--- src/rtl/pc_unit_pkg.sv ---
// Shared definitions for the program-counter unit: next-PC operation encoding.
package pc_unit_pkg;

  localparam int unsigned OP_W = 3;

  typedef logic [OP_W-1:0] pc_op_t;

  localparam pc_op_t OP_HOLD    = 3'b000;
  localparam pc_op_t OP_INC     = 3'b001;
  localparam pc_op_t OP_BR_REL  = 3'b010;
  localparam pc_op_t OP_JMP_ABS = 3'b011;
  localparam pc_op_t OP_JMP_IND = 3'b100;
  localparam pc_op_t OP_CALL    = 3'b101;
  localparam pc_op_t OP_RET     = 3'b110;
  localparam pc_op_t OP_RSVD    = 3'b111;

endpackage

--- src/rtl/pc_unit_ras.sv ---
// Return-address stack: circular LIFO with write pointer and saturating count.
// A push when full overwrites the oldest entry; top is read combinationally.
module pc_ras #(
  parameter int unsigned DEPTH = 4,
  parameter int unsigned W     = 16
) (
  input  logic                     clk,
  input  logic                     rst,
  input  logic                     push,
  input  logic                     pop,
  input  logic [W-1:0]             din,
  output logic [W-1:0]             top,
  output logic [$clog2(DEPTH):0]   count,
  output logic                     full,
  output logic                     empty
);

  localparam int unsigned PW = $clog2(DEPTH);
  localparam int unsigned CW = PW + 1;

  logic [W-1:0]  mem_q [DEPTH];
  logic [PW-1:0] wp_q, wp_d;
  logic [CW-1:0] cnt_q, cnt_d;

  always_comb begin
    wp_d  = wp_q;
    cnt_d = cnt_q;
    if (push) begin
      wp_d = wp_q + PW'(1);
      if (!full) cnt_d = cnt_q + CW'(1);
    end else if (pop && !empty) begin
      wp_d  = wp_q - PW'(1);
      cnt_d = cnt_q - CW'(1);
    end
  end

  always_ff @(posedge clk) begin
    if (rst) begin
      wp_q  <= '0;
      cnt_q <= '0;
    end else begin
      wp_q  <= wp_d;
      cnt_q <= cnt_d;
    end
  end

  // Contents need no reset; a push coinciding with rst is dropped.
  always_ff @(posedge clk) begin
    if (push && !rst) mem_q[wp_q] <= din;
  end

  assign top   = mem_q[wp_q - PW'(1)];
  assign count = cnt_q;
  assign full  = (cnt_q == CW'(DEPTH));
  assign empty = (cnt_q == '0);

endmodule

--- src/rtl/pc_unit.sv ---
// Program-counter unit: opcode-selected next PC with call/return stack.
// Define PC_UNIT_TRAP_EN to redirect RAS overflow/underflow to TRAP_VEC with a trap pulse.
module pc_unit
  import pc_unit_pkg::*;
#(
  parameter int unsigned     PC_W      = 16,
  parameter int unsigned     OFF_W     = 8,
  parameter int unsigned     STEP      = 1,
  parameter int unsigned     RAS_DEPTH = 4,
  parameter logic [PC_W-1:0] RESET_PC  = '0
`ifdef PC_UNIT_TRAP_EN
  ,
  parameter logic [PC_W-1:0] TRAP_VEC  = PC_W'(16'hFFF0)
`endif
) (
  input  logic                        clk,
  input  logic                        rst,
  input  logic                        pc_en,
  input  logic [OP_W-1:0]             pc_op,
  input  logic [OFF_W-1:0]            pc_offset,
  input  logic [PC_W-1:0]             pc_base,
  output logic [PC_W-1:0]             pc,
  output logic [$clog2(RAS_DEPTH):0]  ras_count,
  output logic                        ras_full,
  output logic                        ras_empty,
  output logic                        ras_err,
  output logic                        trap
);

  logic [PC_W-1:0] pc_q, pc_d;
  logic            err_q, err_d;
  logic [PC_W-1:0] ext, seq_pc, abs_pc, ras_top;
  logic            push, pop;

  assign ext    = PC_W'($signed(pc_offset));
  assign seq_pc = pc_q + PC_W'(STEP);
  assign abs_pc = pc_base + ext;

`ifdef PC_UNIT_TRAP_EN
  logic trap_q, trap_d;
`endif

  always_comb begin
    pc_d  = pc_q;
    err_d = err_q;
    push  = 1'b0;
    pop   = 1'b0;
`ifdef PC_UNIT_TRAP_EN
    trap_d = 1'b0;
`endif
    if (pc_en) begin
      case (pc_op)
        OP_INC:     pc_d = seq_pc;
        OP_BR_REL:  pc_d = pc_q + ext;
        OP_JMP_ABS: pc_d = abs_pc;
        OP_JMP_IND: pc_d = pc_q + pc_base + ext;
        OP_CALL: begin
          if (ras_full) begin
            err_d = 1'b1;
`ifdef PC_UNIT_TRAP_EN
            pc_d   = TRAP_VEC;
            trap_d = 1'b1;
`else
            push = 1'b1;
            pc_d = abs_pc;
`endif
          end else begin
            push = 1'b1;
            pc_d = abs_pc;
          end
        end
        OP_RET: begin
          if (ras_empty) begin
            err_d = 1'b1;
`ifdef PC_UNIT_TRAP_EN
            pc_d   = TRAP_VEC;
            trap_d = 1'b1;
`else
            pc_d = seq_pc;
`endif
          end else begin
            pop  = 1'b1;
            pc_d = ras_top;
          end
        end
        default: pc_d = pc_q;
      endcase
    end
  end

  always_ff @(posedge clk) begin
    if (rst) begin
      pc_q  <= RESET_PC;
      err_q <= 1'b0;
    end else begin
      pc_q  <= pc_d;
      err_q <= err_d;
    end
  end

`ifdef PC_UNIT_TRAP_EN
  always_ff @(posedge clk) begin
    if (rst) trap_q <= 1'b0;
    else     trap_q <= trap_d;
  end
  assign trap = trap_q;
`else
  assign trap = 1'b0;
`endif

  pc_ras #(
    .DEPTH (RAS_DEPTH),
    .W     (PC_W)
  ) u_ras (
    .clk   (clk),
    .rst   (rst),
    .push  (push),
    .pop   (pop),
    .din   (seq_pc),
    .top   (ras_top),
    .count (ras_count),
    .full  (ras_full),
    .empty (ras_empty)
  );

  assign pc      = pc_q;
  assign ras_err = err_q;

endmodule

--- config.mk ---
export PLATFORM = sky130hd
export DESIGN_NAME = pc_unit
export DESIGN_NICKNAME = d
export VERILOG_FILES = /design/src/rtl/pc_unit_pkg.sv /design/src/rtl/pc_unit_ras.sv /design/src/rtl/pc_unit.sv
export SDC_FILE = /design/constraint.sdc
export NUM_CORES = 1
export LEC_CHECK = 0
export BUFFER_PORTS_ARGS = -buffer_cell sky130_fd_sc_hd__clkbuf_2
export CAP_MARGIN = 25
export CORE_MARGIN = 2
export CORE_UTILIZATION = 54
export CTS_CLUSTER_DIAMETER = 80
export DETAILED_ROUTE_END_ITERATION = 6
export GPL_TIMING_DRIVEN = 0
export PLACE_DENSITY = 0.83
export SLEW_MARGIN = 20
export SYNTH_ARGS = -nofsm -noshare
export SYNTH_HDL_FRONTEND = slang
export SYNTH_HIERARCHICAL = 1
export SYNTH_SLANG_ARGS = --single-unit
--- constraint.sdc ---
create_clock -name clk -period 5.2 [get_ports clk]
set_input_delay 0.52 -clock clk [delete_from_list [all_inputs] [get_ports clk]]
set_output_delay 0.52 -clock clk [all_outputs]
set_load 0.01 [all_outputs]
* Word-level counts from Yosys, hierarchy flattened *
Memory sizes are Yosys's and may differ from the RTL's.
Index checks and enable logic that the tools add are counted.

cells by class
  equality and inequality tests = 10
  add/sub/neg operators = 9
  reduce and logical (&&, ||, !) cells = 12
  multiplexer cells = 17

operator list
  kind                     number
  $pmux W16 S5             1
  $add A16 B16 Y16         4
  $add A16 B1 Y16 const B  1
  $mux W16                 1
  $eq A3 B3 Y1 const B     4
  $mux W1                  9
  $mux W3                  3
  $eq A3 B2 Y1 const B     2
  $reduce_bool A5 Y1       1
  $mux W2                  2
  $ne A2 B2 Y1 const B     2
  $reduce_and A2 Y1        2
  $reduce_and A4 Y1        1
  $reduce_bool A2 Y1       2
  $add A3 B1 Y3 const B    1
  $eq A3 B1 Y1 const B     1
  $logic_not A3 Y1         1
  $sub A3 B1 Y3 const B    1
  $add A2 B1 Y2 const B    1
  $logic_and A1 B1 Y1      2
  $logic_not A1 Y1         2
  $ne A2 B1 Y1 const B     1
  $pmux W1 S2              1
  $reduce_or A2 Y1         1
  $sub A2 B1 Y2 const B    1

word-level totals
  input port bits = 30
  output and inout port bits = 23
  word-level logic and storage cells = 53
  register bits after elaboration = 22
  memories = 1
  RAM bits = 64

memories
  name         depth  width  read ports  clocked after Yosys merged registers in  write ports  RTL line           text
  u_ras.mem_q  4      16     1           0                                        1            pc_unit_ras.sv:21  logic [W-1:0] mem_q [DEPTH];

* Logic depth before layout (Yosys ltp) *
Gate-level depths: netlist of the first run.

  word-level depth = 7
  gate-level depth with buffers = 14
  gate-level depth less buffers = 13

* Cells and area by module *
The synthesis of the first run kept the hierarchy.

modules (own cells, without submodules)
  module   sequential area each (µm²)  cells an instance  times used  area an instance (µm²)
  pc_unit  340.3                       365                1           3120.5
  pc_ras   2021.9                      132                1           2700.1

* Worst setup path before layout of the first run *
No wires, ideal clock.

  path kind = input port to flip-flop
  start = in pc_op[2]
  end = reg pc_q[12], in the netlist pc[12]
  buffers on the path = 1
  cell stages on the path = 14
  path slack = 1.868 ns
  data arrival time = 3.254 ns
  library setup time = 0.078 ns
  required time = 5.122 ns
  path through = nor2b_1 -> o21ai_2 -> buf_2 -> mux2_2 -> ha_1 -> inv_1 -> fa_1 -> nand3b_1 -> a21oi_1 -> nor3_2 -> o2bb2ai_2 -> a2111oi_1 -> a2111oi_2 -> nor3_1

on the way
  longest elaborated chain between the ends = 4
  elaborated cells on any way between the ends = 10
  classes of those cells = 6 x eq/ne; 1 x mux; 3 x reduce/logical

ends and longest elaborated chain
  element                                              RTL line       text
  start, declared                                      pc_unit.sv:19  input logic [OP_W-1:0] pc_op,
  $eq A3 B3 Y1 / $eq A3 B2 Y1 (equally long branches)  pc_unit.sv:52  case (pc_op)
  $reduce_or A2 Y1 (no source line)                    n/a
  $reduce_bool A5 Y1 (no source line)                  n/a
  $reduce_and A2 Y1 (no source line)                   n/a
  end signal, assigned                                 pc_unit.sv:96  pc_q <= pc_d;
  end, declared                                        pc_unit.sv:30  logic [PC_W-1:0] pc_q, pc_d;

Several ways; a longest one is shown, not always the timed one.
A chain may end at the register's enable or synchronous reset.

* Final worst setup path of the first run *
Same ends and word-level chain as after synthesis.

==> run summary, run 1 <==
Area leader, netlist: edfxtp_1
Met1 Use GR: 32.55%
Fin worst setup slack: 1.382 ns
Share of the synthesized area in the top cell type: 33.02%
Status: completed
Final setup violation count: 0
Critical path's top delay family: compound AO/OA/AOI/OAI gates
Final Max Tran Viols: 0
Multi-input logic area: 3313 um^2
Root Driver: clkbuf_8
Setup Crit Path Kind: input pin to flop
Sink Count: 86
Initial core utilization: 55.88%
Setup crit end kind: flop
Power Density: 281.2 nW/um^2
Critical-path cell list: clkbuf_2 -> nor2b_1 -> o21ai_2 -> buf_2 -> mux2_2 -> ha_1 -> inv_1 -> fa_1 -> nand3b_1 -> a21oi_1 -> nor3_2 -> o2bb2ai_2 -> a2111oi_1 -> a2111oi_2 -> nor3_1
Slowest CP cell: a2111oi_1
Cells after synthesis: 497
Slew margin rel.: 40.33%
Diode count: 0
Hold path depth: 2
Flop2flop setup slack: 1.94 ns
Syn_nets: 582
Final instance area: 6427 um^2
Clock transition at the registers of the reported paths: 0.09 ns
Min Clock Period, post-route: 3.818 ns
Setup TNS: 0 ns
Core Box Area: 10420 um^2
First-pass GRT wire length: 22250 um
Max clock buf depth: 2
Post-route ant nets: 0
Most frequent cell after synthesis: edfxtp_1
Final period utilization: 73.43%
CTS Hold Bufs: 0
Drt first pass iters: 7
Die area: 11630 um^2
Nets@finish: 644
Routability Congestion: 0.9309
M3 GR Usage: 5.630%
EDFF count, synth: 64
Port Buffer Count: 51
Synth top cells by count: edfxtp_1 (64), ha_1 (37), a21oi_1 (33)
Row cnt: 37
Routed vias: 4448
Synth warnings: 6
Worst skew pair latency: 0.35 ns
Peak supply drop: 0.1785 mV
Max Cap Viol: 0
Ys async rst share: 0%
Initial drt markers: 342
Post-CTS resize count: 0
Final hold viol count: 0
Top Ports: 53
H-tree Lvls: 3
Sequential area share after synthesis: 40.58%
Mapped cell area: 5821 um^2
Post-DP HPWL: 10430 um
Crit path arrival time: 4.09 ns
Buf+Inv Stages, Crit Path: 3
Yosys reg bits: 86
Post-Route WL: 13620 um
Unrepaired setup endpoints after global routing: false
F_max: 261.9 MHz
Area of placed instances: 6246 um^2
Inserted Clock Buffers: 9
Startpoint types: input pin
WHS Endpoint: u_ras/wp_q[0]$_SDFFE_PP0P_
All-layer global routing usage: 24.94%
Gr busiest metal: met2
CP peak stage delay: 0.48 ns
Reg-to-reg startpoint: pc[1]$_SDFFE_PP0P_
Initial antenna violation count: 0
Synth-to-Final Area Change: 10.43%
CTS tree: built
Vias in the first global route: 4378
Largest cells by area after synthesis: edfxtp_1 (33%), ha_1 (8.0%), dfxtp_1 (7.6%)
Fillers: 824
Routed WL per cell: 19.46 um
HP Start: rst
Worst-margin pin slew: 0.8951 ns
Register Area: 2362 um^2
GR Overflow Total: 0
Worst Reg2Reg Path Length in Cells: 10
Chip height: 107.8 um
Avg Inst Size Synth: 11.71 um^2
Clk_skew: 0.01118 ns
Die X: 107.8 um
Post-route DRC: 0
Worst EP required: 5.47 ns
Post-CTS Setup Inserts: 0
Vias/cell: 6.354
Place WS: 1.078 ns
Met2 Use GR: 42.50%
P_leak: 2.437 nW
Crit-path max FO: 10
Synth Flop Type: edfxtp_1
Worst hold path type: input pin to flop
Worst flop-to-flop path endpoint: pc[13]$_SDFFE_PP0P_
Share of layout cells above drive strength 1: 21.63%
Pin count of the biggest net entering global routing: 20
Synth unique cells: 69
==> worst reg2reg max path, stage by stage (launching register included) <==
cell	delay (ns)
dfxtp_1	0.48
fa_1	0.48
ha_1	0.26
fa_1	0.41
a21oi_1	0.22
o21ai_1	0.13
o21a_1	0.24
o41a_1	0.39
xor2_1	0.16
a221oi_1	0.29
nor3_1	0.07
==> routing by layer <==
| layer | part of all wire [%] | up-vias |
|---|---|---|
| met5 | 0 | - |
| li1 | - | 2052 |
| met1 | 41 | 2180 |
| met2 | 50 | 188 |
| met3 | 7.6 | 28 |
| met4 | 1.7 | 0 |
==> through the flow <==
step / std cells / hold WS [ns] / util [%] / power (mW)
after floorplan: 497 / 0.5050 / - / 1.223
after global placement: 684 / 0.4575 / 59.96 / 1.365
after detailed placement: 684 / 0.4906 / 59.96 / 1.382
after CTS: 700 / 0.4100 / 61.71 / 1.810
after global routing: 700 / 0.4200 / 61.71 / 1.900
final: 700 / 0.4362 / 61.71 / 1.807
==> worst max-delay path by stage <==
stage               startpoint             endpoint  cells past startpoint
floorplan             pc_op[2]  pc[12]$_SDFFE_PP0P_                     14
global placement      pc_op[2]  pc[12]$_SDFFE_PP0P_                     15
detailed placement    pc_op[2]  pc[12]$_SDFFE_PP0P_                     15
CTS                   pc_op[2]  pc[12]$_SDFFE_PP0P_                     15
global route          pc_op[2]  pc[12]$_SDFFE_PP0P_                     15
finish                pc_op[2]  pc[12]$_SDFFE_PP0P_                     15
==> sequential cells by signal, indices dropped and copies added (netlist names) <==
signal / flops
ras_err: 1
u_ras/count: 3
pc: 16
u_ras/mem_q: 64
u_ras/wp_q: 2
==> placed cells by master (no fill, tap or decap), drive strengths merged, types with 12 or more instances in the layout <==
cell    netlist  layout
xor2         15      15
nand2        25      25
ha           37      37
o21ai        24      24
nor3         15      15
nor2         31      31
fa           18      18
mux4         16      16
xnor2        27      27
a221oi       13      13
edfxtp       64      64
dfxtp        22      22
inv          11      13
buf          12      12
mux2         15      15
clkbuf        8      69
a21oi        34      34
==> area by class of cell <==
class	instances	share of cell area (%)
multi-input combinational	380	51.55
sequential	86	36.75
timing repair buffer	51	3.971
tap	136	2.647
clock buffer	10	2.141
buffer	20	1.616
clock inverter	6	0.6813
inverter	11	0.6424
==> cell families (layout without fill, tap and decap cells) <==
kind of cell	count (synthesis)	in the layout	share of synthesized area, %
other	1	1	0.06443
buffers and inverters	31	98	2.493
flip-flops	86	86	40.58
adder cells (fa/ha/maj)	55	55	14.14
AND/OR/NAND/NOR	114	114	9.802
multiplexers	35	35	9.781
AO/OA/AOI/OAI	133	133	16.81
XOR/XNOR	42	42	6.320
==> power by group <==
| group | leakage (nW) | internal (mW) | total, mW | switching (mW) |
|---|---|---|---|---|
| registers | 0.768 | 0.761 | 0.793 | 0.0326 |
| clock network | 0.0930 | 0.189 | 0.430 | 0.241 |
| logic | 1.58 | 0.250 | 0.584 | 0.334 |
| total | 2.44 | 1.20 | 1.81 | 0.608 |
No activity file was read; power rests on OpenSTA's default activity.
==> run 2: changes to the inputs <==
- PLACE_DENSITY: 0.83 -> 0.86
- clock period: 5.2 -> 3.3 ns (I/O delays scaled with it)
==> run 2 against run 1 <==
Sequential cell count unchanged. Worst hold slack worse by 0.20 ns. First-iteration DRC count up 20%. Wire length up 2.1%. Critical endpoint is now pc[11]$_SDFFE_PP0P_. Largest power group unchanged.
==> run summary, run 2 (synthesized netlist as in run 1, its figures left out) <==
Post-route DRC: 0 (unchanged)
Synth-to-Final Area Change: 11.46% (was 10.43%)
Post-DP HPWL: 10550 um (was 10430 um)
Final Max Tran Viols: 0 (unchanged)
First-pass GRT wire length: 22000 um (was 22250 um)
Area of placed instances: 6246 um^2 (unchanged)
Routed vias: 4467 (was 4448)
Port Buffer Count: 51 (unchanged)
Final instance area: 6487 um^2 (was 6427 um^2)
Share of layout cells above drive strength 1: 22.93% (was 21.63%)
Crit-path max FO: 10 (unchanged)
Slowest CP cell: ha_1 (was a2111oi_1)
Max reg flops: 64 (unchanged)
Drt first pass iters: 7 (unchanged)
Max clock buf depth: 2 (unchanged)
Clk_skew: 0.01394 ns (was 0.01118 ns)
Commonest non-fill, non-tap cell in the layout: edfxtp_1 (unchanged)
Row cnt: 37 (unchanged)
Final hold viol count: 0 (unchanged)
GR Overflow Total: 0 (unchanged)
Root Driver: clkbuf_8 (unchanged)
Routability Congestion: 0.8764 (was 0.9309)
Multi-input logic area: 3348 um^2 (was 3313 um^2)
Worst skew pair latency: 0.36 ns (was 0.35 ns)
CTS tree: built (unchanged)
Power Density: 441.4 nW/um^2 (was 281.2 nW/um^2)
Diode count: 0 (unchanged)
Register Area: 2364 um^2 (was 2362 um^2)
Critical-path cell list: clkbuf_2 -> nor2b_2 -> o21ai_4 -> buf_4 -> mux2_2 -> ha_1 -> o211ai_1 -> o21ai_1 -> o2111ai_2 -> o21a_1 -> xnor2_1 -> a221oi_1 -> nor3_1 (was clkbuf_2 -> nor2b_1 -> o21ai_2 -> buf_2 -> mux2_2 -> ha_1 -> inv_1 -> fa_1 -> nand3b_1 -> a21oi_1 -> nor3_2 -> o2bb2ai_2 -> a2111oi_1 -> a2111oi_2 -> nor3_1)
Nets@finish: 647 (was 644)
Worst EP required: 3.51 ns (was 5.47 ns)
Crit path arrival time: 3.37 ns (was 4.09 ns)
Slew margin rel.: 35.67% (was 40.33%)
Clock transition at the registers of the reported paths: 0.08 ns (was 0.09 ns)
Post-route ant nets: 0 (unchanged)
F_max: 316.5 MHz
Peak supply drop: 0.2634 mV (was 0.1785 mV)
Core Box Area: 10420 um^2 (unchanged)
Unrepaired setup endpoints after global routing: false (unchanged)
Chip height: 107.8 um (unchanged)
Pin count of the biggest net entering global routing: 20 (unchanged)
Commonest non-fill, non-tap cells in the layout: edfxtp_1 (64), clkbuf_2 (52), ha_1 (37), a21oi_1 (33), nor2_1 (31) (unchanged)
Min Clock Period, post-route: 3.159 ns
Sink Count: 86 (unchanged)
Post-Route WL: 13910 um (was 13620 um)
Fillers: 793 (was 824)
Vias in the first global route: 4403 (was 4378)
Vias/cell: 6.354 (about the same)
All-layer global routing usage: 24.95% (was 24.94%)
Worst hold path type: input pin to flop (unchanged)
Initial drt markers: 412 (was 342)
H-tree Lvls: 3 (unchanged)
Inserted Clock Buffers: 9 (unchanged)
Die area: 11630 um^2 (unchanged)
Top Ports: 53 (unchanged)
Setup TNS: 0 ns (unchanged)
CP peak stage delay: 0.37 ns (was 0.48 ns)
Die X: 107.8 um (unchanged)
Setup crit end kind: flop (unchanged)
Initial antenna violation count: 0 (unchanged)
Routed WL per cell: 19.78 um (was 19.46 um)
Final period utilization: 95.73%
Final setup violation count: 0 (unchanged)
P_leak: 2.460 nW (was 2.437 nW)
Worst-margin pin slew: 0.9649 ns (was 0.8951 ns)
Initial core utilization: 55.88% (unchanged)
Max Cap Viol: 0 (unchanged)
Setup Crit Path Kind: input pin to flop (unchanged)
Reg with most FFs: u_ras/mem_q (unchanged)
Startpoint types: input pin (unchanged)
Status: completed (unchanged)
## run 2: cell count changes in the layout (fill, tap and decap cells not counted), sizes merged
cell,before,now
buf,12,16
clkbuf,69,70
clkinv,3,2
inv,13,12
## run 2: final timing paths
check,start,to,slack (ns),cells past startpoint
worst min-delay path,rst,u_ras/count[1]$_SDFFE_PP0P_,0.24,2
worst max-delay path,pc_op[1],pc[11]$_SDFFE_PP0P_,0.14,13
worst max register to register,pc[1]$_SDFFE_PP0P_,pc[13]$_SDFFE_PP0P_,0.14,10
worst min register to register,ras_err$_SDFFE_PP0P_,ras_err$_SDFFE_PP0P_,0.49,2
## run 2: per-stage QoR
| stage | hold WS, ns | worst slack [ns] | cells | utilization [%] | total power, mW |
|---|---|---|---|---|---|
| CTS | 0.2162 | 0.002500 | 699 | 61.74 | 2.845 |
| global route | 0.2261 | 0.01385 | 703 | 62.28 | 3.000 |
| global placement | 0.4611 | -0.5159 | 684 | 59.96 | 2.147 |
| finish | 0.2378 | 0.1408 | 703 | 62.28 | 2.863 |
| floorplan | 0.3991 | 0.1578 | 497 | - | 1.928 |
| detailed placement | 0.4663 | -0.5956 | 684 | 59.96 | 2.182 |
## run 2: final cells by class
class	instances	share of cell area (%)
Multi-Input combinational cell	380	51.61
Sequential cell	86	36.43
Timing Repair Buffer	55	4.397
Tap cell	136	2.623
Clock buffer	12	2.237
Buffer	19	1.581
Inverter	11	0.6365
Clock inverter	4	0.4822
## run 2: critical path: cells and delay by family
family,cells,cell delay (ns)
buffers and inverters,2,0.40
adders and majority gates,1,0.37
muxes,1,0.35
AOI/OAI and AO/OA,6,1.45
xor gates and xnor gates,1,0.13
and+or+nand+nor,2,0.31
## run 2: repair_timing
action / in CTS / in global routing
setup endpoints to repair: 4 / 4
hold buffers: 0 / 0
pin swaps: 0 / 1
resized for setup: 3 / 6
buffers inserted: 0 / 4
## run 2: report_power, final
part,switching (mW),internal [mW]
Combinational,0.546,0.401
Clock,0.369,0.298
Sequential,0.0501,1.20
Total,0.965,1.90
## run 2: routing by layer
| metal | up-vias | wire [um] | GRT usage, % | part of all wire (%) |
|---|---|---|---|---|
| met2 | 181 | 6989 | 42.68 | 50 |
| met4 | 0 | 326 | 8.242 | 2.3 |
| met3 | 37 | 943 | 5.327 | 6.8 |
| met5 | - | 0 | 0 | 0 |
| met1 | 2194 | 5647 | 31.51 | 41 |
| li1 | 2055 | - | - | - |
==> run 3: changes to the inputs <==
- CELL_PAD_IN_SITES_DETAIL_PLACEMENT: default -> 1
- CELL_PAD_IN_SITES_GLOBAL_PLACEMENT: default -> 2
- CORE_UTILIZATION: 54 -> 37
- PLACE_DENSITY: 0.86 -> 0.87
==> run 3 against run 2 <==
Register-to-register slack barely moved. Via count fell by 1.8%. Power up 12%. Die area grew 44%. Core utilization fell by 19 points. Sequential power is essentially flat. Critical path depth down 3. Worst hold slack improved by 0.021 ns. Highest routed layer unchanged. Clock skew is 0.0084 ns lower.
==> run summary, run 3 (synthesized netlist as in run 1, its figures left out) <==
Status: completed (unchanged)
Fillers: 1674 (was 793)
Unrepaired setup endpoints after global routing: true (was false)
Post-route ant nets: 0 (unchanged)
CTS Hold Bufs: 0 (unchanged)
Slew margin rel.: 37.88% (was 35.67%)
Pint: 2.211 mW (was 1.898 mW)
Crit path arrival time: 3.35 ns (was 3.37 ns)
Commonest non-fill, non-tap cells in the layout: edfxtp_1 (64), clkbuf_2 (52), ha_1 (37), nor2_1 (31), a21oi_1 (31) (was edfxtp_1 (64), clkbuf_2 (52), ha_1 (37), a21oi_1 (33), nor2_1 (31))
Crit-path max FO: 7 (was 10)
Max Cap Viol: 0 (unchanged)
Critical path's top delay family: compound AO/OA/AOI/OAI gates (unchanged)
Max reg flops: 64 (unchanged)
Setup Crit Path Kind: flop to flop (was input pin to flop)
GR Overflow Total: 0 (unchanged)
Sw Share: 31.31% (was 33.71%)
Placed Instances: 759 (was 684)
Port Buffer Count: 51 (unchanged)
Worst-margin pin slew: 0.9318 ns (was 0.9649 ns)
Fin util: 43.67% (was 62.28%)
Drt first pass iters: 6 (was 7)
Die X: 129.4 um (was 107.8 um)
Initial drt markers: 263 (was 412)
Sequential share of power: 38.9% (was 43.6%)
Peak supply drop: 0.3025 mV (was 0.2634 mV)
Startpoint types: flop (was input pin)
Clock transition at the registers of the reported paths: 0.06 ns (was 0.08 ns)
Inserted Clock Buffers: 9 (unchanged)
CP peak stage delay: 0.44 ns (was 0.37 ns)
F_max: 317.5 MHz (was 316.5 MHz)
H-tree Lvls: 3 (unchanged)
Chip height: 129.4 um (was 107.8 um)
Pin count of the biggest net entering global routing: 20 (unchanged)
Critical-path cell list: fa_1 -> ha_1 -> fa_1 -> a21oi_1 -> o21ai_1 -> o21a_1 -> o41a_1 -> xor2_1 -> a221oi_2 -> nor3_1 (was clkbuf_2 -> nor2b_2 -> o21ai_4 -> buf_4 -> mux2_2 -> ha_1 -> o211ai_1 -> o21ai_1 -> o2111ai_2 -> o21a_1 -> xnor2_1 -> a221oi_1 -> nor3_1)
Row cnt: 45 (was 37)
Routed WL per cell: 20.47 um (was 19.78 um)
Clk_skew: 0.005549 ns (was 0.01394 ns)
Setup crit end kind: flop (unchanged)
Reg with most FFs: u_ras/mem_q (unchanged)
Switching pwr: 1.008 mW (was 0.9653 mW)
Diode count: 0 (unchanged)
Slowest CP cell: fa_1 (was ha_1)
CTS tree: built (unchanged)
Non-filler instance count after layout: 775 (was 703)
Vias/cell: 5.658 (was 6.354)
P_leak: 2.504 nW (was 2.460 nW)
Clock Power Share: 31.0% (was 23.3%)
Post-DP HPWL: 12210 um (was 10550 um)
Worst hold path type: input pin to flop (unchanged)
Top Ports: 53 (unchanged)
Final Max Tran Viols: 0 (unchanged)
Routed vias: 4385 (was 4467)
Commonest non-fill, non-tap cell in the layout: edfxtp_1 (unchanged)
First-pass GRT wire length: 25050 um (was 22000 um)
Final setup violation count: 0 (unchanged)
Sink Count: 86 (unchanged)
Max clock buf depth: 2 (unchanged)
Comb power frac: 30.1% (was 33.1%)
Post-Route WL: 15860 um (was 13910 um)
Worst skew pair latency: 0.34 ns (was 0.36 ns)
Die area: 16750 um^2 (was 11630 um^2)
Power Density: 481.3 nW/um^2 (was 441.4 nW/um^2)
Final period utilization: 95.43% (was 95.73%)
Initial antenna violation count: 0 (unchanged)
Core Box Area: 15310 um^2 (was 10420 um^2)
Worst EP required: 3.50 ns (was 3.51 ns)
Initial core utilization: 38.01% (was 55.88%)
Vias in the first global route: 4593 (was 4403)
Nets@finish: 644 (was 647)
Share of layout cells above drive strength 1: 22.52% (was 22.93%)
Final hold viol count: 0 (unchanged)
Synth-to-Final Area Change: 14.90% (was 11.46%)
Post-route DRC: 0 (unchanged)
Min Clock Period, post-route: 3.149 ns (was 3.159 ns)
CP most frequent cell: fa_1
Routability Congestion: 0.8653 (was 0.8764)
Buf+Inv Stages, Crit Path: 0 (was 2)
All-layer global routing usage: 19.76% (was 24.95%)
Root Driver: clkbuf_16 (was clkbuf_8)
[run 3: changes by cell type in the layout (fill, tap and decap cells not counted), moves of 2 or more]
cell / change
clkbuf_8: -9
a21oi_2: +2
buf_4: -4
clkinv_4: -2
clkbuf_16: +9
a21oi_1: -2
clkbuf_1: +3
[run 3: metrics by stage]
| stage | cell area (um^2) | TNS, ns | total power, mW | worst slack [ns] | hold slack (ns) |
|---|---|---|---|---|---|
| floorplan | 5821 | 0 | 1.928 | 0.1578 | 0.3991 |
| global placement | 6340 | -4.502 | 2.188 | -0.6986 | 0.4625 |
| detailed placement | 6340 | -5.724 | 2.220 | -0.8192 | 0.4662 |
| CTS | 6658 | 0 | 3.223 | 0.06065 | 0.2542 |
| global route | 6688 | -0.02216 | 3.377 | -0.02216 | 0.2781 |
| finish | 6688 | 0 | 3.219 | 0.1508 | 0.2585 |
[run 3: layout make-up]
cell class	instances	area, um^2	share of cell area [%]
Multi-Input combinational cell	380	3361	50.25
Sequential cell	86	2365	35.36
Tap cell	211	264.0	3.948
Timing Repair Buffer	52	262.8	3.929
Clock buffer	15	257.7	3.854
Buffer	19	106.4	1.590
Inverter	11	41.29	0.6174
Clock inverter	1	30.03	0.4490
[run 3: power by group through the flow]
| stage | Sequential, mW | Combinational [mW] | Clock [mW] |
|---|---|---|---|
| final | 1.25 | 0.968 | 0.997 |
| after global routing | 1.26 | 1.06 | 1.06 |
| after CTS | 1.25 | 0.960 | 1.01 |
| after detailed placement | 1.27 | 0.945 | 0 |
| after global placement | 1.27 | 0.915 | 0 |
| after floorplan | 1.27 | 0.661 | 0 |
[run 3: final timing paths]
kind,start,to,slack [ns],cells past startpoint
worst min-delay path,rst,u_ras/count[1]$_SDFFE_PP0P_,0.26,2
worst max-delay path,pc[1]$_SDFFE_PP0P_,pc[13]$_SDFFE_PP0P_,0.15,10
worst min register to register,ras_err$_SDFFE_PP0P_,ras_err$_SDFFE_PP0P_,0.47,2
worst max register to register,pc[1]$_SDFFE_PP0P_,pc[13]$_SDFFE_PP0P_,0.15,10
[run 3: what timing repair did]
action / 4_1_cts / 5_1_grt
endpoints found under the hold margin: 0 / 0
buffers inserted: 1 / 0
resized for setup: 7 / 7
pin swaps: 1 / 1
endpoints found under the setup margin: 8 / 5
[run 3: per-layer routing]
layer	part of all wire (%)	track usage, %
met5	0	0
met3	4.0	3.138
met2	50	34.02
met4	1.7	5.566
met1	44	25.95
